<file path="src/rtl/alu_req_arbiter_pkg.sv">
// Shared types and constants for the ALU request arbiter.
// Provides the FSM states, the ALU Sel opcodes and the default ALU latency.
package alu_ctrl_pkg;

  typedef enum logic [1:0] {
    IDLE = 2'd0,
    WAIT = 2'd1,
    RESP = 2'd2
  } state_t;

  localparam logic [4:0] OP_AND   = 5'b00000;
  localparam logic [4:0] OP_OR    = 5'b00001;
  localparam logic [4:0] OP_XOR   = 5'b00010;
  localparam logic [4:0] OP_NOTA  = 5'b00011;
  localparam logic [4:0] OP_PASSA = 5'b00100;
  localparam logic [4:0] OP_ADDC  = 5'b00101;
  localparam logic [4:0] OP_ADD   = 5'b00110;
  localparam logic [4:0] OP_PASSB = 5'b00111;
  localparam logic [4:0] OP_SHL   = 5'b01000;
  localparam logic [4:0] OP_SHR   = 5'b10000;
  localparam logic [4:0] OP_ZERO  = 5'b11000;

  localparam int ALU_LAT_DEF = 3;

endpackage

</file>
<file path="src/rtl/alu_req_arbiter_if.sv">
// Request/response bundle between the two requesters, the consumer and
// the arbiter. master = requester/consumer side, slave = arbiter side.
interface alu_req_arbiter_if #(
  parameter int DATA_W = 8,
  parameter int SEL_W  = 5
);

  logic              req0_valid;
  logic              req0_ready;
  logic [DATA_W-1:0] req0_a;
  logic [DATA_W-1:0] req0_b;
  logic [SEL_W-1:0]  req0_sel;
  logic              req0_cin;

  logic              req1_valid;
  logic              req1_ready;
  logic [DATA_W-1:0] req1_a;
  logic [DATA_W-1:0] req1_b;
  logic [SEL_W-1:0]  req1_sel;
  logic              req1_cin;

  logic              rsp_valid;
  logic              rsp_ready;
  logic [DATA_W-1:0] rsp_data;
  logic              rsp_id;

  modport master (
    output req0_valid, req0_a, req0_b,
    output req0_sel, req0_cin,
    input  req0_ready,
    output req1_valid, req1_a, req1_b,
    output req1_sel, req1_cin,
    input  req1_ready,
    input  rsp_valid, rsp_data, rsp_id,
    output rsp_ready
  );

  modport slave (
    input  req0_valid, req0_a, req0_b,
    input  req0_sel, req0_cin,
    output req0_ready,
    input  req1_valid, req1_a, req1_b,
    input  req1_sel, req1_cin,
    output req1_ready,
    output rsp_valid, rsp_data, rsp_id,
    input  rsp_ready
  );

endinterface

</file>
<file path="src/rtl/alu_req_arbiter_rr.sv">
// Two-way round-robin grant. Ports: clk, rst, valid0/1 in,
// accept in (grant taken), grant out (winning ID), any out (a valid exists).
module rr_arbiter2 (
  input  logic clk,
  input  logic rst,
  input  logic valid0,
  input  logic valid1,
  input  logic accept,
  output logic grant,
  output logic any
);

  logic rr_last;

  always_comb begin
    grant = 1'b0;
    any   = valid0 | valid1;
    unique case ({valid1, valid0})
      2'b11:   grant = ~rr_last;
      2'b10:   grant = 1'b1;
      default: grant = 1'b0;
    endcase
  end

  // rr_last=1 out of reset so requester 0 wins the first tie
  always_ff @(posedge clk) begin
    if (rst)
      rr_last <= 1'b1;
    else if (accept)
      rr_last <= grant;
  end

endmodule

</file>
<file path="src/rtl/alu_req_arbiter.sv">
// Shares one ALU between two requesters, one operation in flight.
// Ports: clk, rst, bus (req0/req1/rsp handshakes), alu_* drive, alu_y, busy.
module alu_req_arbiter
  import alu_ctrl_pkg::*;
#(
  parameter int DATA_W  = 8,
  parameter int SEL_W   = 5,
  parameter int ALU_LAT = ALU_LAT_DEF
) (
  input  logic              clk,
  input  logic              rst,
  alu_req_arbiter_if.slave  bus,
  output logic [DATA_W-1:0] alu_a,
  output logic [DATA_W-1:0] alu_b,
  output logic [SEL_W-1:0]  alu_sel,
  output logic              alu_cin,
  input  logic [DATA_W-1:0] alu_y,
  output logic              busy
);

  localparam int CW = $clog2(ALU_LAT + 1);

  state_t            state;
  state_t            state_n;
  logic [CW-1:0]     cnt;
  logic              grant;
  logic              any;
  logic              accept;
  logic              idle;
  logic              rsp_valid;
  logic [DATA_W-1:0] rsp_data;
  logic              rsp_id;

  rr_arbiter2 u_rr (
    .clk    (clk),
    .rst    (rst),
    .valid0 (bus.req0_valid),
    .valid1 (bus.req1_valid),
    .accept (accept),
    .grant  (grant),
    .any    (any)
  );

  assign idle   = (state == IDLE);
  assign accept = idle && any && !rst;
  assign busy   = !idle;

  assign bus.req0_ready = accept && !grant;
  assign bus.req1_ready = accept && grant;
  assign bus.rsp_valid  = rsp_valid;
  assign bus.rsp_data   = rsp_data;
  assign bus.rsp_id     = rsp_id;

  always_ff @(posedge clk) begin
    if (rst)
      state <= IDLE;
    else
      state <= state_n;
  end

  always_comb begin
    state_n = state;
    unique case (state)
      IDLE: if (accept) state_n = WAIT;
      WAIT: if (cnt == '0) state_n = RESP;
      RESP: if (bus.rsp_ready) state_n = IDLE;
      default: state_n = IDLE;
    endcase
  end

  always_ff @(posedge clk) begin
    if (rst) begin
      alu_a     <= '0;
      alu_b     <= '0;
      alu_sel   <= '0;
      alu_cin   <= 1'b0;
      rsp_valid <= 1'b0;
      rsp_data  <= '0;
      rsp_id    <= 1'b0;
      cnt       <= '0;
    end else begin
      if (accept) begin
        alu_a   <= grant ? bus.req1_a   : bus.req0_a;
        alu_b   <= grant ? bus.req1_b   : bus.req0_b;
        alu_sel <= grant ? bus.req1_sel : bus.req0_sel;
        alu_cin <= grant ? bus.req1_cin : bus.req0_cin;
        rsp_id  <= grant;
        cnt     <= CW'(ALU_LAT);
      end
      // Y is only trusted once the synchroniser has fully flushed
      if (state == WAIT) begin
        if (cnt == '0) begin
          rsp_data  <= alu_y;
          rsp_valid <= 1'b1;
        end else begin
          cnt <= cnt - CW'(1);
        end
      end
      if (state == RESP && bus.rsp_ready)
        rsp_valid <= 1'b0;
    end
  end

endmodule

</file>
<file path="src/flat_wrapper.sv">
// flat-port wrapper written by rule: the top's interface ports become plain ports
module alu_req_arbiter_flat import alu_ctrl_pkg::*;
#(
  parameter int DATA_W  = 8,
  parameter int SEL_W   = 5,
  parameter int ALU_LAT = ALU_LAT_DEF
)
  (clk, rst, alu_a, alu_b, alu_sel, alu_cin, alu_y, busy, bus_req0_valid, bus_req0_a, bus_req0_b, bus_req0_sel, bus_req0_cin, bus_req0_ready, bus_req1_valid, bus_req1_a, bus_req1_b, bus_req1_sel, bus_req1_cin, bus_req1_ready, bus_rsp_valid, bus_rsp_data, bus_rsp_id, bus_rsp_ready);
  alu_req_arbiter_if #(.DATA_W(DATA_W), .SEL_W(SEL_W)) bus_i ();
  input  logic clk;
  input  logic rst;
  output logic [DATA_W-1:0] alu_a;
  output logic [DATA_W-1:0] alu_b;
  output logic [SEL_W-1:0] alu_sel;
  output logic alu_cin;
  input  logic [DATA_W-1:0] alu_y;
  output logic busy;
  input wire logic [$bits(bus_i.req0_valid)-1:0] bus_req0_valid;
  input wire logic [$bits(bus_i.req0_a)-1:0] bus_req0_a;
  input wire logic [$bits(bus_i.req0_b)-1:0] bus_req0_b;
  input wire logic [$bits(bus_i.req0_sel)-1:0] bus_req0_sel;
  input wire logic [$bits(bus_i.req0_cin)-1:0] bus_req0_cin;
  output wire logic [$bits(bus_i.req0_ready)-1:0] bus_req0_ready;
  input wire logic [$bits(bus_i.req1_valid)-1:0] bus_req1_valid;
  input wire logic [$bits(bus_i.req1_a)-1:0] bus_req1_a;
  input wire logic [$bits(bus_i.req1_b)-1:0] bus_req1_b;
  input wire logic [$bits(bus_i.req1_sel)-1:0] bus_req1_sel;
  input wire logic [$bits(bus_i.req1_cin)-1:0] bus_req1_cin;
  output wire logic [$bits(bus_i.req1_ready)-1:0] bus_req1_ready;
  output wire logic [$bits(bus_i.rsp_valid)-1:0] bus_rsp_valid;
  output wire logic [$bits(bus_i.rsp_data)-1:0] bus_rsp_data;
  output wire logic [$bits(bus_i.rsp_id)-1:0] bus_rsp_id;
  input wire logic [$bits(bus_i.rsp_ready)-1:0] bus_rsp_ready;
  assign bus_i.req0_valid = bus_req0_valid;
  assign bus_i.req0_a = bus_req0_a;
  assign bus_i.req0_b = bus_req0_b;
  assign bus_i.req0_sel = bus_req0_sel;
  assign bus_i.req0_cin = bus_req0_cin;
  assign bus_req0_ready = bus_i.req0_ready;
  assign bus_i.req1_valid = bus_req1_valid;
  assign bus_i.req1_a = bus_req1_a;
  assign bus_i.req1_b = bus_req1_b;
  assign bus_i.req1_sel = bus_req1_sel;
  assign bus_i.req1_cin = bus_req1_cin;
  assign bus_req1_ready = bus_i.req1_ready;
  assign bus_rsp_valid = bus_i.rsp_valid;
  assign bus_rsp_data = bus_i.rsp_data;
  assign bus_rsp_id = bus_i.rsp_id;
  assign bus_i.rsp_ready = bus_rsp_ready;
  alu_req_arbiter #(.DATA_W(DATA_W), .SEL_W(SEL_W), .ALU_LAT(ALU_LAT)) u_core (.clk(clk), .rst(rst), .bus(bus_i), .alu_a(alu_a), .alu_b(alu_b), .alu_sel(alu_sel), .alu_cin(alu_cin), .alu_y(alu_y), .busy(busy));
endmodule
</file>
<file path="config.mk">
export PLATFORM = sky130hd
export DESIGN_NAME = alu_req_arbiter_flat
export DESIGN_NICKNAME = d
export VERILOG_FILES = /design/src/rtl/alu_req_arbiter_pkg.sv /design/src/rtl/alu_req_arbiter_if.sv /design/src/rtl/alu_req_arbiter_rr.sv /design/src/rtl/alu_req_arbiter.sv /design/src/flat_wrapper.sv
export SDC_FILE = /design/constraint.sdc
export NUM_CORES = 1
export LEC_CHECK = 0
export ABC_AREA = 1
export CAP_MARGIN = 5
export CORE_ASPECT_RATIO = 1.25
export CORE_MARGIN = 2
export CORE_UTILIZATION = 30
export CTS_CLUSTER_DIAMETER = 30
export DETAILED_ROUTE_END_ITERATION = 8
export SETUP_SLACK_MARGIN = 0.3
export SYNTH_ARGS = -nofsm -noshare
export SYNTH_HDL_FRONTEND = slang
export SYNTH_SLANG_ARGS = --single-unit
</file>
<file path="constraint.sdc">
create_clock -name clk -period 3.4 [get_ports clk]
set_clock_uncertainty 0.05 [all_clocks]
set_input_delay 0.85 -clock clk [delete_from_list [all_inputs] [get_ports clk]]
set_output_delay 0.85 -clock clk [all_outputs]
set_load 0.02 [all_outputs]
</file>
Word level (Yosys, flattened, before mapping)
Index checks and enable logic that the tools add are counted.
{ "word_totals": {"input_bits": 57, "ff_bits": 37, "elab_cells": 45, "output_inout_bits": 35} }
{ "op_classes": {"mux": 12, "reduce_logical": 13, "eq_ne": 7, "add_sub_neg": 1, "bitwise": 2} }
{ "ops": {"columns": ["cell", "count"], "rows": [
  ["2-to-1 mux 8 bit", 2],
  ["2-to-1 mux 2 bit", 6],
  ["equality test 2 bit (second input constant)", 3],
  ["one-hot mux 2 bit (3 select lines)", 1],
  ["logical AND 1 bit", 5],
  ["2-to-1 mux 5 bit", 1],
  ["logical NOT 2 bit", 2],
  ["!= test 2 x 1 -> 1 bit (second input constant)", 2],
  ["logical NOT 1 bit", 3],
  ["AND reduction 3 bit", 1],
  ["equality test 2 x 1 -> 1 bit (second input constant)", 1],
  ["!= test 2 bit (second input constant)", 1],
  ["one-hot mux 1 bit (2 select lines)", 1],
  ["AND reduction 2 bit", 1],
  ["OR reduction 2 bit", 1],
  ["subtractor 2 x 1 -> 2 bit (second input constant)", 1],
  ["2-to-1 mux 1 bit", 1],
  ["inverter 1 bit", 1],
  ["bitwise OR 1 bit", 1]
]} }

Depth between registers and ports, before layout
Gate-level depths: netlist of run 1.
{ "depth": {"depth_word": 6, "ltp_mapped": 7, "depth_no_buf": 6} }

Hierarchy
A second synthesis of run 1 with hierarchy kept.
{ "unflattened": {"cells_unflattened": 254, "hier_area_um2": 1813.0} }
{ "by_module_without_submodules": {"columns": ["module", "area_per_inst_um2", "seq_area_each_um2", "instances", "cells_per_inst"], "rows": [
  ["alu_req_arbiter", 1757.9, 720.7, 1, 246],
  ["rr_arbiter2", 55.1, 20.0, 1, 8]
]} }

Worst setup path after synthesis of run 1
OpenSTA, ideal clock, no wires.
{ "synth_timing": {"kind": "in2out", "start": "input port rst", "end": "output port bus_req0_ready", "setup_slack_ps": 808, "t_arrival_ps": 1692, "n_path_buf": 2, "required_time_ps": 2500, "path_stages": 5, "cell_sequence": "buf_4 > inv_1 > nand3_2 > buf_2 > nor2_1"} }
{ "synth_between": {"elab_chain_cells": 3} }
{ "synth_rtl": {"columns": ["item", "line", "source"], "rows": [
  ["start: declaration", "flat_wrapper.sv:11", "input logic rst;"],
  ["logical NOT 1 bit", "alu_req_arbiter.sv:45", "assign accept = idle && any && !rst;"],
  ["logical AND 1 bit", "alu_req_arbiter.sv:45", null],
  ["logical AND 1 bit", "alu_req_arbiter.sv:48", "assign bus.req0_ready = accept && !grant;"],
  ["end: declaration", "flat_wrapper.sv:23", "output wire logic [$bits(bus_i.req0_ready)-1:0] bus_req0_ready;"]
]} }
Every way passes these cells.

Worst setup path after layout of run 1
{ "layout_timing": {"start": "input port bus_req1_valid", "end": "output port bus_req0_ready"} }
{ "layout_between": {"elab_chain_cells": 4, "elab_cells_between_ends": 8, "classes_between": "2 x eq/ne; 1 x mux; 1 x bitwise; 4 x reduce/logical"} }
{ "layout_rtl": {"columns": ["item", "line", "source"], "rows": [
  ["start: declaration", "flat_wrapper.sv:24", "input wire logic [$bits(bus_i.req1_valid)-1:0] bus_req1_valid;"],
  ["equality test 2 bit or bitwise OR 1 bit (tied branches)", "alu_req_arbiter_rr.sv:18, alu_req_arbiter_rr.sv:17", null],
  ["one-hot mux 1 bit (2 select lines) or logical AND 1 bit (tied branches)", "alu_req_arbiter_rr.sv:18, alu_req_arbiter.sv:45", null],
  ["logical NOT 1 bit or logical AND 1 bit (tied branches)", "alu_req_arbiter.sv:48, alu_req_arbiter.sv:45", null],
  ["logical AND 1 bit (*)", "alu_req_arbiter.sv:48", null]
]} }
Mark *: on every way between the ends. The rest lies on a longest branch, timed or not.

==> metrics.cfg, run 1 <==
[synthesis]
syn_avg_cell_area_um2=6.68
synth_xor_area_share_pct=0
ys_seq_area_share_pct=44.5
syn-num-nets=306
synth-compound-area-share_pct=11.5
netlist_area_um2=1660
syn_inst=249
muxShareOfSynthArea_pct=0
ys_ff_latch=37
synth_warnings=0
synth_top_family_by_area=simple AND/OR/NAND/NOR gates
synthSimpleGateAreaFrac_pct=36.8
synth_adder_area_share_pct=0
yosysUniqueCellTypes=18

[detailed_routing]
antenna_left=0
drc=0
routed-via-count=1855
wl_per_cell_um=11.7
drt_wl_total_mm=4.79
drt_iter0_markers=55
drtPass1Iterations=4
viasPerCell=4.55

[layout]
final_layout_size_suffix_gt1_share_pct=7.85
final_cell_mix=99 x nand2_1, 89 x clkdlybuf4s50_1, 37 x dfxtp_1
nets=400
diodes=0
area.growth.synth_to_final_pct=65.9
final_common_cell=nand2_1
multiInputGateArea_um2=803
nFillCells=578
regArea_um2=741

[clock_tree]
cts_tree=built
postCtsHoldBufs=0
cts_buffers=5
cts_sinks=37
post_cts_buffers=0
cts_buffer_depth=2
cts_root_buf=clkbuf_8
clock_latency_ns=0.28
htree_levels=2
path_clk_slew_ns=0.07

[hold_path]
hold_path_depth=2
hp-start=u_core.alu_a[2]
whs_endpoint=u_core.alu_a[2]
hp-class=flip-flop to flip-flop

[critical_path]
startpoint=bus_req1_valid
worstPathCellList=clkdlybuf4s50_1, buf_4, nand2_1, inv_1, nor2_1, dlygate4sd2_1
r2r-start=u_core.state[1]
crit_path_end_kind=output port
rr_worst_depth=6
path_delay_family=buffers and inverters
critPathLaunchType=input pin
crit_required_ns=2.50
critical_path_buf_inv_count=4
r2r_end=u_core.alu_sel[1]
worstSetupPathType=input pin to output port
cp_max_fo=3
crit_path_top_delay_cell=clkdlybuf4s50_1
worst-r2r-setup-slack_ns=2.03
critPathMaxStageDelay_ns=0.48
cp.arrival_ns=2.07

[sta]
slew_viol_final=0
slew_headroom_pct=79.9
fin_tns_setup_ns=0
clock.fmax_mhz=337
tightest_slew_ns=0.300
rsz0062_at_grt=no
final-setup-viol-count=0
min_period_ns=2.97
hold_viol_final=0
fin_crit_sh_pct=87.4

[grt]
track_usage_pct=16.6
grt_pass1_wl_mm=8.18
overflow=0
grt_max_degree=25
grt_pass1_vias=1816
antenna_found_initial=0

[pwr]
total_power_uw=1250
leakage_uw=0.00117
irDropWorstVdd_mv=0.196
power_density_nw_per_um2=452

[floorplan]
start_util_pct=30.8
die_h_um=87.3
die_area_um2=6160
io_pins=92
core_um2=5410
rows=30
die_w_um=70.6

[run_status]
status=finished, final reports clean

[placement]
gp_congestion=0.770
io_buffers=91
dp_hpwl_mm=3.56

[run]
max-cap-violations=0

-- metrics by stage --
stage / util, % / worst slack [ns] / instance area (um^2) / hold WS, ns / cells
floorplan: - / 0.808 / 1660 / 0.383 / 249
global placement: 49.1 / 0.0457 / 2650 / 0.403 / 400
detailed placement: 49.1 / 0.0332 / 2650 / 0.408 / 400
CTS: 51.2 / 0.301 / 2770 / 0.417 / 408
global route: 51.1 / 0.309 / 2760 / 0.438 / 408
finish: 51.1 / 0.429 / 2760 / 0.415 / 408
-- metal layers --
layer  vias to the layer above  GRT usage [%]  share of wire [%]
met4                         0           4.97                1.7
met1                       825           18.7                 39
met5                         -              0                  0
met3                         6           4.05                5.7
met2                        48           30.9                 53
li1                        976              -                  -
-- area by class of cell --
cell class / count / area share, %
Timing Repair Buffer: 101 / 35.5
Sequential cell: 37 / 26.8
Tap cell: 64 / 2.90
Clock inverter: 1 / 1.09
Multi-Input combinational cell: 187 / 29.1
Clock buffer: 7 / 3.13
Inverter: 11 / 1.50
-- cells in the mapped netlist --
library cell  number  area, um^2
nor2_4             1        11.3
buf_4              1        7.51
nand2_2            2        12.5
a21oi_1           27         135
inv_2              3        11.3
buf_6              2        22.5
nand3_1           23         115
dfxtp_1           37         741
buf_2              6        30.0
nand2_1           99         372
nor2_1            21        78.8
clkbuf_1           4        15.0
buf_1              1        3.75
a31oi_1            1        6.26
inv_1              8        30.0
nand3_2            1        10.0
nor2_2             2        12.5
o21ai_0           10        50.1
-- sequential cells by signal, summed over array words and instances, names as in the netlist --
signal and cells:
u_core.alu_a 8, u_core.alu_b 8, u_core.alu_sel 5, u_core.state 2
u_core.cnt 2, u_core.bus.rsp_data 8, u_core.alu_cin 1, u_core.bus.rsp_valid 1
u_core.bus.rsp_id 1, u_core.u_rr.rr_last 1
-- worst max-delay path by stage --
stage / endpoint / slack [ns] / cells past startpoint
5_1_grt: bus_req0_ready / 0.31 / 6
6_report: bus_req0_ready / 0.43 / 6
4_1_cts: bus_req1_ready / 0.30 / 8
3_5_place_dp: bus_req1_ready / 0.03 / 8
2_1_floorplan: bus_req0_ready / 0.81 / 5
3_3_place_gp: bus_req1_ready / 0.05 / 8
-- repair_timing --
| item | CTS | global route |
|---|---|---|
| endpoints found under the hold margin | 0 | 0 |
| setup endpoints to repair | 2 | 1 |
| gates resized for setup | 2 | 2 |
-- worst min-delay path: stages (launching register included) --
cell	delay, ns
dfxtp_1	0.31
nand2_1	0.06
a21oi_1	0.06
-- logic make-up after synthesis --
family | Yosys count
simple gates | 149
compound gates | 38
buf+inv | 25
flops | 37
-- where the power goes --
group / switching [uW] / internal [uW]
sequential: 22.9 / 476
clock: 149 / 239
combinational: 184 / 177
Power figures use the tool's default switching activity.
==> run 2, diff against run 1 <==
Settings changed: HOLD_SLACK_MARGIN set to 0.02, SLEW_MARGIN set to 5.
==> results of run 2 <==
No change in the layout: final DEF, timing and power equal those of run 1.
